**config.mk**
```make
export PLATFORM = sky130hd
export DESIGN_NAME = bus_capture_fifo_flat
export DESIGN_NICKNAME = d
export VERILOG_FILES = /design/src/rtl/bus_capture_fifo_if.sv /design/src/rtl/bus_capture_fifo.sv /design/src/flat_wrapper.sv
export SDC_FILE = /design/constraint.sdc
export NUM_CORES = 1
export LEC_CHECK = 0
export ABC_AREA = 1
export CAP_MARGIN = 0
export CORE_ASPECT_RATIO = 1.5
export CORE_MARGIN = 2
export CORE_UTILIZATION = 52
export DETAILED_ROUTE_END_ITERATION = 12
export PLACE_DENSITY = 0.78
export SETUP_SLACK_MARGIN = 0.02
export SLEW_MARGIN = 20
export SYNTH_ARGS = -nofsm -noshare
export SYNTH_HDL_FRONTEND = slang
export SYNTH_SLANG_ARGS = --single-unit
export TNS_END_PERCENT = 20
```
**constraint.sdc**
```tcl
create_clock -name Clk -period 2 [get_ports Clk]
set_input_delay 0.4 -clock Clk [delete_from_list [all_inputs] [get_ports Clk]]
set_output_delay 0.4 -clock Clk [all_outputs]
set_load 0.01 [all_outputs]
```
**src/rtl/bus_capture_fifo_if.sv**
```systemverilog
// Bus-capture FIFO interface.
// Groups the tristate-bus sample inputs, the consumer handshake and the status
// outputs of bus_capture_fifo.
//   master : drives DBusBuf/QEna/Strobe/DReady/OvfClr, observes results
//   slave  : the capture FIFO itself
interface bus_capture_fifo_if #(
  parameter int DHiBit   = 7,
  parameter int AddrBits = 2
);
  logic [DHiBit:0]   DBusBuf;
  logic [DHiBit:0]   QEna;
  logic              Strobe;
  logic              DReady;
  logic              OvfClr;
  logic [DHiBit:0]   DOut;
  logic              DPartial;
  logic              DValid;
  logic              Full;
  logic [AddrBits:0] Count;
  logic              Overflow;

  modport master (
    output DBusBuf, QEna, Strobe, DReady, OvfClr,
    input  DOut, DPartial, DValid, Full, Count, Overflow
  );

  modport slave (
    input  DBusBuf, QEna, Strobe, DReady, OvfClr,
    output DOut, DPartial, DValid, Full, Count, Overflow
  );
endinterface

```
**src/rtl/bus_capture_fifo.sv**
```systemverilog
// Bus capture FIFO.
// Samples the inverted, per-bit-enabled register bus on Strobe, restores true
// polarity, zeroes undriven bits, tags words captured under a partial mask and
// queues them in a 2**AddrBits deep first-word-fall-through FIFO.
// Ports:
//   Clk  - rising-edge clock
//   Rst  - synchronous active-low reset
//   bus  - bus_capture_fifo_if.slave: DBusBuf, QEna, Strobe, DReady, OvfClr in;
//          DOut, DPartial, DValid, Full, Count, Overflow out

// One bus bit: undriven bits are forced to 0 so x/z never reaches storage.
module bus_capture_lane (
  input  logic dbus,
  input  logic ena,
  output logic cap
);
  assign cap = ena ? ~dbus : 1'b0;
endmodule

module bus_capture_fifo #(
  parameter int DHiBit   = 7,
  parameter int AddrBits = 2
) (
  input logic              Clk,
  input logic              Rst,
  bus_capture_fifo_if.slave bus
);
  localparam int Depth = 2 ** AddrBits;

  typedef struct packed {
    logic            partial;
    logic [DHiBit:0] data;
  } entry_t;

  entry_t              mem [Depth];
  logic [AddrBits-1:0] wr_ptr, rd_ptr;
  logic [AddrBits:0]   count;
  logic                overflow;
  logic [DHiBit:0]     cap_data;
  logic                full, dvalid, push, pop, drop;

  for (genvar i = 0; i <= DHiBit; i++) begin : g_lane
    bus_capture_lane u_lane (
      .dbus (bus.DBusBuf[i]),
      .ena  (bus.QEna[i]),
      .cap  (cap_data[i])
    );
  end

  assign full   = (count == (AddrBits+1)'(Depth));
  assign dvalid = (count != '0);
  assign pop    = bus.DReady & dvalid;
  // A pop on the same edge frees the slot, so a full FIFO still accepts.
  assign push   = bus.Strobe & (~full | pop);
  assign drop   = bus.Strobe & full & ~pop;

  always_ff @(posedge Clk) begin
    if (!Rst) begin
      wr_ptr   <= '0;
      rd_ptr   <= '0;
      count    <= '0;
      overflow <= 1'b0;
    end else begin
      if (push) wr_ptr <= wr_ptr + 1'b1;
      if (pop)  rd_ptr <= rd_ptr + 1'b1;
      if (push && !pop)      count <= count + 1'b1;
      else if (pop && !push) count <= count - 1'b1;
      // Drop beats clear so a loss on the clearing edge is never hidden.
      if (drop)            overflow <= 1'b1;
      else if (bus.OvfClr) overflow <= 1'b0;
    end
  end

  // Storage needs no reset; the read side is masked while empty.
  always_ff @(posedge Clk) begin
    if (Rst && push) mem[wr_ptr] <= '{partial: ~&bus.QEna, data: cap_data};
  end

  assign bus.DOut     = dvalid ? mem[rd_ptr].data : '0;
  assign bus.DPartial = dvalid & mem[rd_ptr].partial;
  assign bus.DValid   = dvalid;
  assign bus.Full     = full;
  assign bus.Count    = count;
  assign bus.Overflow = overflow;
endmodule

```
**src/flat_wrapper.sv**
```systemverilog
// flat-port wrapper written by rule: the top's interface ports become plain ports
module bus_capture_fifo_flat 
#(
  parameter int DHiBit   = 7,
  parameter int AddrBits = 2
)
  (Clk, Rst, bus_DBusBuf, bus_QEna, bus_Strobe, bus_DReady, bus_OvfClr, bus_DOut, bus_DPartial, bus_DValid, bus_Full, bus_Count, bus_Overflow);
  bus_capture_fifo_if #(.DHiBit(DHiBit), .AddrBits(AddrBits)) bus_i ();
  input logic Clk;
  input logic Rst;
  input wire logic [$bits(bus_i.DBusBuf)-1:0] bus_DBusBuf;
  input wire logic [$bits(bus_i.QEna)-1:0] bus_QEna;
  input wire logic [$bits(bus_i.Strobe)-1:0] bus_Strobe;
  input wire logic [$bits(bus_i.DReady)-1:0] bus_DReady;
  input wire logic [$bits(bus_i.OvfClr)-1:0] bus_OvfClr;
  output wire logic [$bits(bus_i.DOut)-1:0] bus_DOut;
  output wire logic [$bits(bus_i.DPartial)-1:0] bus_DPartial;
  output wire logic [$bits(bus_i.DValid)-1:0] bus_DValid;
  output wire logic [$bits(bus_i.Full)-1:0] bus_Full;
  output wire logic [$bits(bus_i.Count)-1:0] bus_Count;
  output wire logic [$bits(bus_i.Overflow)-1:0] bus_Overflow;
  assign bus_i.DBusBuf = bus_DBusBuf;
  assign bus_i.QEna = bus_QEna;
  assign bus_i.Strobe = bus_Strobe;
  assign bus_i.DReady = bus_DReady;
  assign bus_i.OvfClr = bus_OvfClr;
  assign bus_DOut = bus_i.DOut;
  assign bus_DPartial = bus_i.DPartial;
  assign bus_DValid = bus_i.DValid;
  assign bus_Full = bus_i.Full;
  assign bus_Count = bus_i.Count;
  assign bus_Overflow = bus_i.Overflow;
  bus_capture_fifo #(.DHiBit(DHiBit), .AddrBits(AddrBits)) u_core (.Clk(Clk), .Rst(Rst), .bus(bus_i));
endmodule
```
-- Word level (Yosys, flattened, before mapping)
Memories as Yosys holds them, arrays and structs flattened. A register that Yosys moved wholly into a read port is not among the register bits.
Index checks and enable logic that the tools add are counted.
- output and inout bits: 15
- bits in read-only memories: 0
- bits in latches: 0
- input bits: 21
- bits in registers: 8
- logic and storage cells: 53
- bits in writable memories: 36
- memories kept: 1
- memory list (memory ; depth ; bits a word ; rd ports ; clocked after memory_dff ; wr ports ; RTL line ; source):
    u_core.mem ; 4 ; 9 ; 1 ; 1 ; 1 ; bus_capture_fifo.sv:35 ; entry_t mem [Depth];
- bitwise operators: 16
- $add $sub $neg: 4
- equality and inequality tests: 1
- mux-type cells: 17
- reduce and logical (&&, ||, !) cells: 10
- multiply operators: 0
- magnitude comparators: 0
- divide/modulo/power cells: 0
- shift operators: 0
- operators by type and width (cell ; count):
    2-to-1 mux 1 bit ; 12
    NOT 1 bit ; 10
    2-to-1 mux 8 bit ; 1
    AND reduction 8 bit ; 1
    2-to-1 mux 3 bit ; 2
    AND 1 bit ; 5
    adder 2 x 1 -> 2 bit (second input constant) ; 2
    2-to-1 mux 2 bit ; 2
    nonzero test 2 bit ; 2
    adder 3 x 1 -> 3 bit (second input constant) ; 1
    == test 3 bit (second input constant) ; 1
    logical AND 1 bit ; 3
    zero test 1 bit ; 3
    nonzero test 3 bit ; 1
    subtractor 3 x 1 -> 3 bit (second input constant) ; 1
    OR 1 bit ; 1

-- Logic depth before layout (Yosys ltp)
Gate-level depths: netlist (run 1).
- word-level depth: 8
- depth in mapped cells: 13
- mapped depth without buffers: 13

-- Modules after synthesis
A second synthesis (run 1) with hierarchy kept.
- cells, all modules: 202
- area total of the unflattened synthesis: 2078.2 µm²
- by module, submodules not included (module ; instances ; area each (µm²) ; cells an instance ; seq. area each (µm²)):
    bus_capture_fifo ; 1 ; 1998.2 ; 186 ; 1281.2
    bus_capture_lane ; 8 ; 10.0 ; 2 ; 0.0

-- Worst setup path before layout (run 1)
OpenSTA, ideal clock, no wires.
- path type: reg2reg
- from: register u_core.count[0] (netlist: u_core.bus.Count[0])
- to: register u_core.count[2] (netlist: u_core.bus.Count[2])
- data arrival time: 1667 ps
- path buffers: 0
- stages on the path, launching flop included: 14
- library setup time: 113 ps
- clock period less this slack: 1780 ps
- path slack: 220 ps
- cell sequence: dfxtp_1 > nor2_4 > nand3_2 > nand2_1 > inv_2 > ha_1 > inv_1 > fa_1 > inv_1 > nand2_1 > nand3_1 > nand2_1 > nand2_1 > nor2_1
- word-level cells in the longest chain between the ends: 7
- ends and longest elaborated chain (what ; RTL line ; source):
    start, declared ; bus_capture_fifo.sv:37 ; logic [AddrBits:0] count;
    start signal, assigned ; bus_capture_fifo.sv:66 ; if (push && !pop) count <= count + 1'b1;
    start signal, assigned ; bus_capture_fifo.sv:67 ; else if (pop && !push) count <= count - 1'b1;
    nonzero test 3 bit or == test 3 bit (tied branches) ; bus_capture_fifo.sv:51, bus_capture_fifo.sv:50 ;
    AND 1 bit or NOT 1 bit (tied branches) ; bus_capture_fifo.sv:52, bus_capture_fifo.sv:54 ;
    OR 1 bit ; bus_capture_fifo.sv:54 ; assign push = bus.Strobe & (~full | pop);
    AND 1 bit ; bus_capture_fifo.sv:54 ;
    zero test 1 bit ; bus_capture_fifo.sv:67 ;
    logical AND 1 bit ; bus_capture_fifo.sv:67 ;
    nonzero test 2 bit (no line) ; - ;
Parallel ways exist; a longest one is shown, timed or not. The select of a mux whose other input is x is not followed.
A chain may end at the register's enable or synchronous reset.

==> flow_summary.ini, run 1 <==
[cells_and_area]
nFillCells = 292
fin_area_um2 = 2730
layout_commonest_cell = nor2_1
fin_nets = 288
antenna_cells = 0
layout.cells.non_filler = 307
syn_to_final_growth_pct = 31.8
layout-drive-gt1-share = 0.210
final_cell_mix = nor2_1 (49), edfxtp_1 (36), clkdlybuf4s50_1 (24)

[synth]
yosysWarnings = 0
async_flop_share = 0
ys_ff_latch = 46
yosys-top-cells-area = edfxtp_1 (52%), dfxtp_1 (9.7%), nor2_1 (8.9%), inv_1 (4.0%), a21oi_1 (3.6%)
netlist_area_um2 = 2070
synth.avg_cell_area_um2 = 10.2
synth-seq-area-share = 0.619
postSynthCellCount = 202
yosys.area.top_type = edfxtp_1
ys.flop_type = edfxtp_1
synth_top_area_frac = 0.523
syn_nets = 229
yosysUniqueCellTypes = 24
synth-edff-count = 36

[floorplanning]
fp-row-count = 28
floorplan.initialDensity = 0.532
fp.dieArea_um2 = 4510
die_height_um = 81.2
io_pins = 36
die_x_um = 55.5
design.core.area_um2 = 3890

[timing]
setup_tns_ns = 0
hold_slack_ns = 0.482
post-route-period-util = 0.944
slew-limit-headroom = 0.815
worstMarginPinSlew_ns = 0.277
clock_skew_ns = 0.00519
fmax_mhz = 530
rsz0062_at_grt = no
slew_violations = 0
period_needed_ns = 1.89
setup_viol = 0
finalHoldViolations = 0

[clock_tree]
htreeDepth = 2
cts_made_buffers = 5
cts_num_sinks = 46
cts-hold-fix-buffers = 0
clk_latency_ns = 0.29
clockBufferDepth = 2
tritoncts = yes
clockRootBuffer = clkbuf_8
clk_pin_slew_ns = 0.08

[routing]
wl_um = 4270
via_per_inst = 5.16
drt_iter0_markers = 72
drtAntennaViolNets = 0
drc = 0
vias = 1585
drtPass1Iterations = 4
wl_per_cell_um = 13.9

[power]
vdd_drop_max_mv = 0.965
powerDensity_nw_per_um2 = 1080
leakagePower_uw = 0.00113

[global_routing]
grt_max_degree = 20
grt_pass1_wl_um = 6910
grt_pass1_vias = 1539
overflow = 0
antenna_found_initial = 0
track_usage = 0.206

[worst_setup_path]
critPathKind = flip-flop to output pin
cp.arrival_ns = 1.49
rr_startpoint = u_core.bus.Count[0]$_SDFFE_PN0P_
cp-start-kind = flip-flop
path_max_fanout = 19
critPathRequiredTime_ns = 1.60
end_kind = output pin

[status]
outcome = complete, no violations

[placed_design]
placed_area_um2 = 2640
place.port_buffers = 35
gp_congestion = 0.808
dpl.hpwl_um = 3180
placed_cells = 299

[hold_path]
min-delay-start = u_core.bus.Overflow$_SDFFE_PN0P_
hold_class = flip-flop to flip-flop

[flow_run]
max-cap-violations = 0
[layout make-up]
| cell class | count | area (µm²) | area share |
|---|---|---|---|
| clock buffer | 6 | 93.8 | 0.0344 |
| inverter | 28 | 105 | 0.0385 |
| timing repair buffer | 56 | 536 | 0.196 |
| tap | 45 | 56.3 | 0.0207 |
| sequential | 46 | 1280 | 0.470 |
| clock inverter | 2 | 10.0 | 0.00367 |
| multi-input combinational | 124 | 643 | 0.236 |
[through the flow]
stage / worst slack [ns] / util / power (µW)
3_3_place_gp: -0.106 / 0.679 / 2400
2_1_floorplan: 0.220 / - / 1840
4_1_cts: 0.0313 / 0.703 / 2960
6_report: 0.113 / 0.701 / 2940
5_1_grt: 0.0201 / 0.701 / 3110
3_5_place_dp: -0.186 / 0.679 / 2440
[cell usage after synthesis (2+ instances only)]
master,instances
a21oi_1,15
nand3_1,5
nor2_2,6
inv_2,6
edfxtp_1,36
nand4_1,3
dfxtp_1,10
nand2_1,12
ha_1,5
buf_6,2
o21ai_0,9
nor2_1,49
o21ai_1,10
nand2_4,2
nand2_2,2
inv_1,22
[kinds of logic after synthesis]
logic type / after synthesis / synth area share
compound gates: 34 / 0.0823
xor+xnor: 1 / 0.00424
fa+ha+maj: 6 / 0.0399
buf+inv: 32 / 0.0714
flops: 46 / 0.619
simple gates: 83 / 0.183
[registers in the layout, summed over array words and instances, names as in the netlist, named ones only]
register,count
u_core.rd_ptr,2
u_core.mem,36
u_core.bus.Count,3
u_core.wr_ptr,2
u_core.bus.Overflow,1
[report_power, final]
part	switching [µW]	total (µW)	internal [µW]
Sequential	56.9	1170	1120
Combinational	637	1160	525
Clock	290	607	317
[worst max-delay path, cell delays in order (launching register included)]
cell	delay, ns
dfxtp_2	0.33
buf_12	0.15
inv_2	0.11
buf_12	0.14
o21ai_2	0.06
a21oi_1	0.12
dlygate4sd2_1	0.28
[metal layers]
layer,track usage,share of wire,vias to the layer above
met3,0.0366,0.052,5
met2,0.417,0.58,55
li1,-,-,783
met5,0,0,-
met1,0.204,0.36,742
met4,0.0829,0.011,0
[what timing repair did]
item / 4_1_cts / 5_1_grt
endpoints found under the setup margin: 9 / 10
pin swaps: 0 / 1
setup buffers: 0 / 0
gates resized for setup: 12 / 17
[worst paths after layout]
check                                           to  slack, ns  depth (start not counted)
setup / recovery                       bus_DOut[4]       0.11                          6
hold / removal    u_core.bus.Overflow$_SDFFE_PN0P_       0.48                          2
setup reg to reg  u_core.bus.Count[1]$_SDFFE_PN0P_       0.25                          9
hold reg to reg   u_core.bus.Overflow$_SDFFE_PN0P_       0.48                          2
Power figures use the tool's default switching activity.
==> run 2: changes to the inputs <==
Settings changed: TNS_END_PERCENT 20 to 50.
==> flow_summary.ini, run 2 (synthesis results as in run 1) <==
[power]
vdd_drop_max_mv = 0.965
leakagePower_uw = 0.00113
power_switching_share = 0.334
p_comb_frac = 0.394
power.total_uw = 2940
p_int_uw = 1950
powerDensity_nw_per_um2 = 1080
p_switching_uw = 982
power.share.clock = 0.207
pwr-share-seq = 0.399

[global_routing]
overflow = 0
grtUsageMet1 = 0.204
grt_max_degree = 20
antenna_found_initial = 0
grt_pass1_wl_um = 6910
track_usage = 0.206
use_met2 = 0.417
use_met3 = 0.0366
grt_pass1_vias = 1539
top_usage_layer = met2

[placed_design]
dpl.hpwl_um = 3180
placed_area_um2 = 2640
placed_cells = 299
place_ws_ns = -0.186
place.port_buffers = 35
gp_congestion = 0.808

[worst_setup_path]
critPathMostFrequentCell = buf_12
critPathRequiredTime_ns = 1.60
path_max_fanout = 19
crit_buf_inv = 4
max_stage_delay_ns = 0.33
critPathKind = flip-flop to output pin
path_cells = buf_12 > inv_2 > buf_12 > o21ai_1 > a21oi_1 > dlygate4sd2_1
end_kind = output pin
slowest_stage = dfxtp_2
cp.arrival_ns = 1.50
cp-start-kind = flip-flop
crit_family = buffers and inverters

[timing]
clock_skew_ns = 0.00519
slew_violations = 0
period_needed_ns = 1.90
fmax_mhz = 527
slew-limit-headroom = 0.815
setup_viol = 0
hold_slack_ns = 0.482
finalHoldViolations = 0
worstMarginPinSlew_ns = 0.277
worst_slack_ns = 0.102
rsz0062_at_grt = yes
post-route-period-util = 0.949

[cells_and_area]
multi_input_area_um2 = 639
largest_register = u_core.mem
nFillCells = 291
largest_register_ffs = 36
layout.cells.non_filler = 307
regArea_um2 = 1280
fin_nets = 288
layout-drive-gt1-share = 0.210
syn_to_final_growth_pct = 31.6
antenna_cells = 0
fin_area_um2 = 2720
layout_commonest_cell = nor2_1
final_cell_mix = nor2_1 (49), edfxtp_1 (36), clkdlybuf4s50_1 (24)

[floorplanning]
fp-row-count = 28
die_height_um = 81.2
fp.dieArea_um2 = 4510
die_x_um = 55.5
floorplan.initialDensity = 0.532
design.core.area_um2 = 3890
io_pins = 36

[routing]
drtAntennaViolNets = 0
wl_um = 4270
wl_per_cell_um = 13.9
vias = 1589
drtPass1Iterations = 4
drt_iter0_markers = 68
via_per_inst = 5.18
drc = 0

[clock_tree]
clk_latency_ns = 0.29
cts_num_sinks = 46
htreeDepth = 2
clockBufferDepth = 2
tritoncts = yes
clk_pin_slew_ns = 0.08
post_cts_buffers = 0
cts-hold-fix-buffers = 0
cts_made_buffers = 5
clockRootBuffer = clkbuf_8

[flow_run]
max-cap-violations = 0

[status]
outcome = complete, no violations

[hold_path]
hold_class = flip-flop to flip-flop
-- run 2: tightest hold or removal path, delay by kind of cell, from the launching register on --
kind | cells | cell delay (ns)
AND/OR/NAND/NOR | 1 | 0.07
AO/OA/AOI/OAI | 1 | 0.05
flip-flops | 1 | 0.32
-- run 2: routing by layer --
metal | part of all wire | up-vias | routed length (µm)
li1 | - | 783 | -
met1 | 0.36 | 744 | 1540
met2 | 0.58 | 55 | 2470
met3 | 0.047 | 7 | 203
met4 | 0.012 | 0 | 52
met5 | 0 | - | 0
-- run 2: final cells by class --
type	count	area share
clock buffers	6	0.0345
clock inverters	2	0.00368
inverters	28	0.0386
multi-input cells	124	0.235
flip-flops and latches	46	0.472
well taps	45	0.0207
repair buffers	56	0.196
-- run 2: final timing paths --
check / startpoint / to / slack (ns) / depth (start not counted)
max reg2reg: u_core.bus.Count[0]$_SDFFE_PN0P_ / u_core.bus.Count[1]$_SDFFE_PN0P_ / 0.25 / 9
max: flip-flop / bus_DOut[4] / 0.10 / 6
min reg2reg: u_core.bus.Overflow$_SDFFE_PN0P_ / u_core.bus.Overflow$_SDFFE_PN0P_ / 0.48 / 2
min: u_core.bus.Overflow$_SDFFE_PN0P_ / u_core.bus.Overflow$_SDFFE_PN0P_ / 0.48 / 2
-- run 2: per-stage QoR --
stage / utilization / TNS, ns
finish: 0.700 / 0
global route: 0.700 / 0
CTS: 0.703 / 0
detailed placement: 0.679 / -0.339
global placement: 0.679 / -0.155
floorplan: - / 0
-- run 2: repair_timing --
action	4_1_cts	5_1_grt
setup endpoints to repair	9	10
resized for setup	13	15
pin swaps	0	1
-- run 2: power by group through the flow --
| stage | Sequential, µW | Combinational, µW | Clock (µW) |
|---|---|---|---|
| 3_5_place_dp | 1190 | 1250 | 0 |
| 6_report | 1170 | 1160 | 607 |
| 5_1_grt | 1180 | 1270 | 654 |
| 4_1_cts | 1170 | 1170 | 609 |
| 2_1_floorplan | 1210 | 629 | 0 |
| 3_3_place_gp | 1190 | 1220 | 0 |
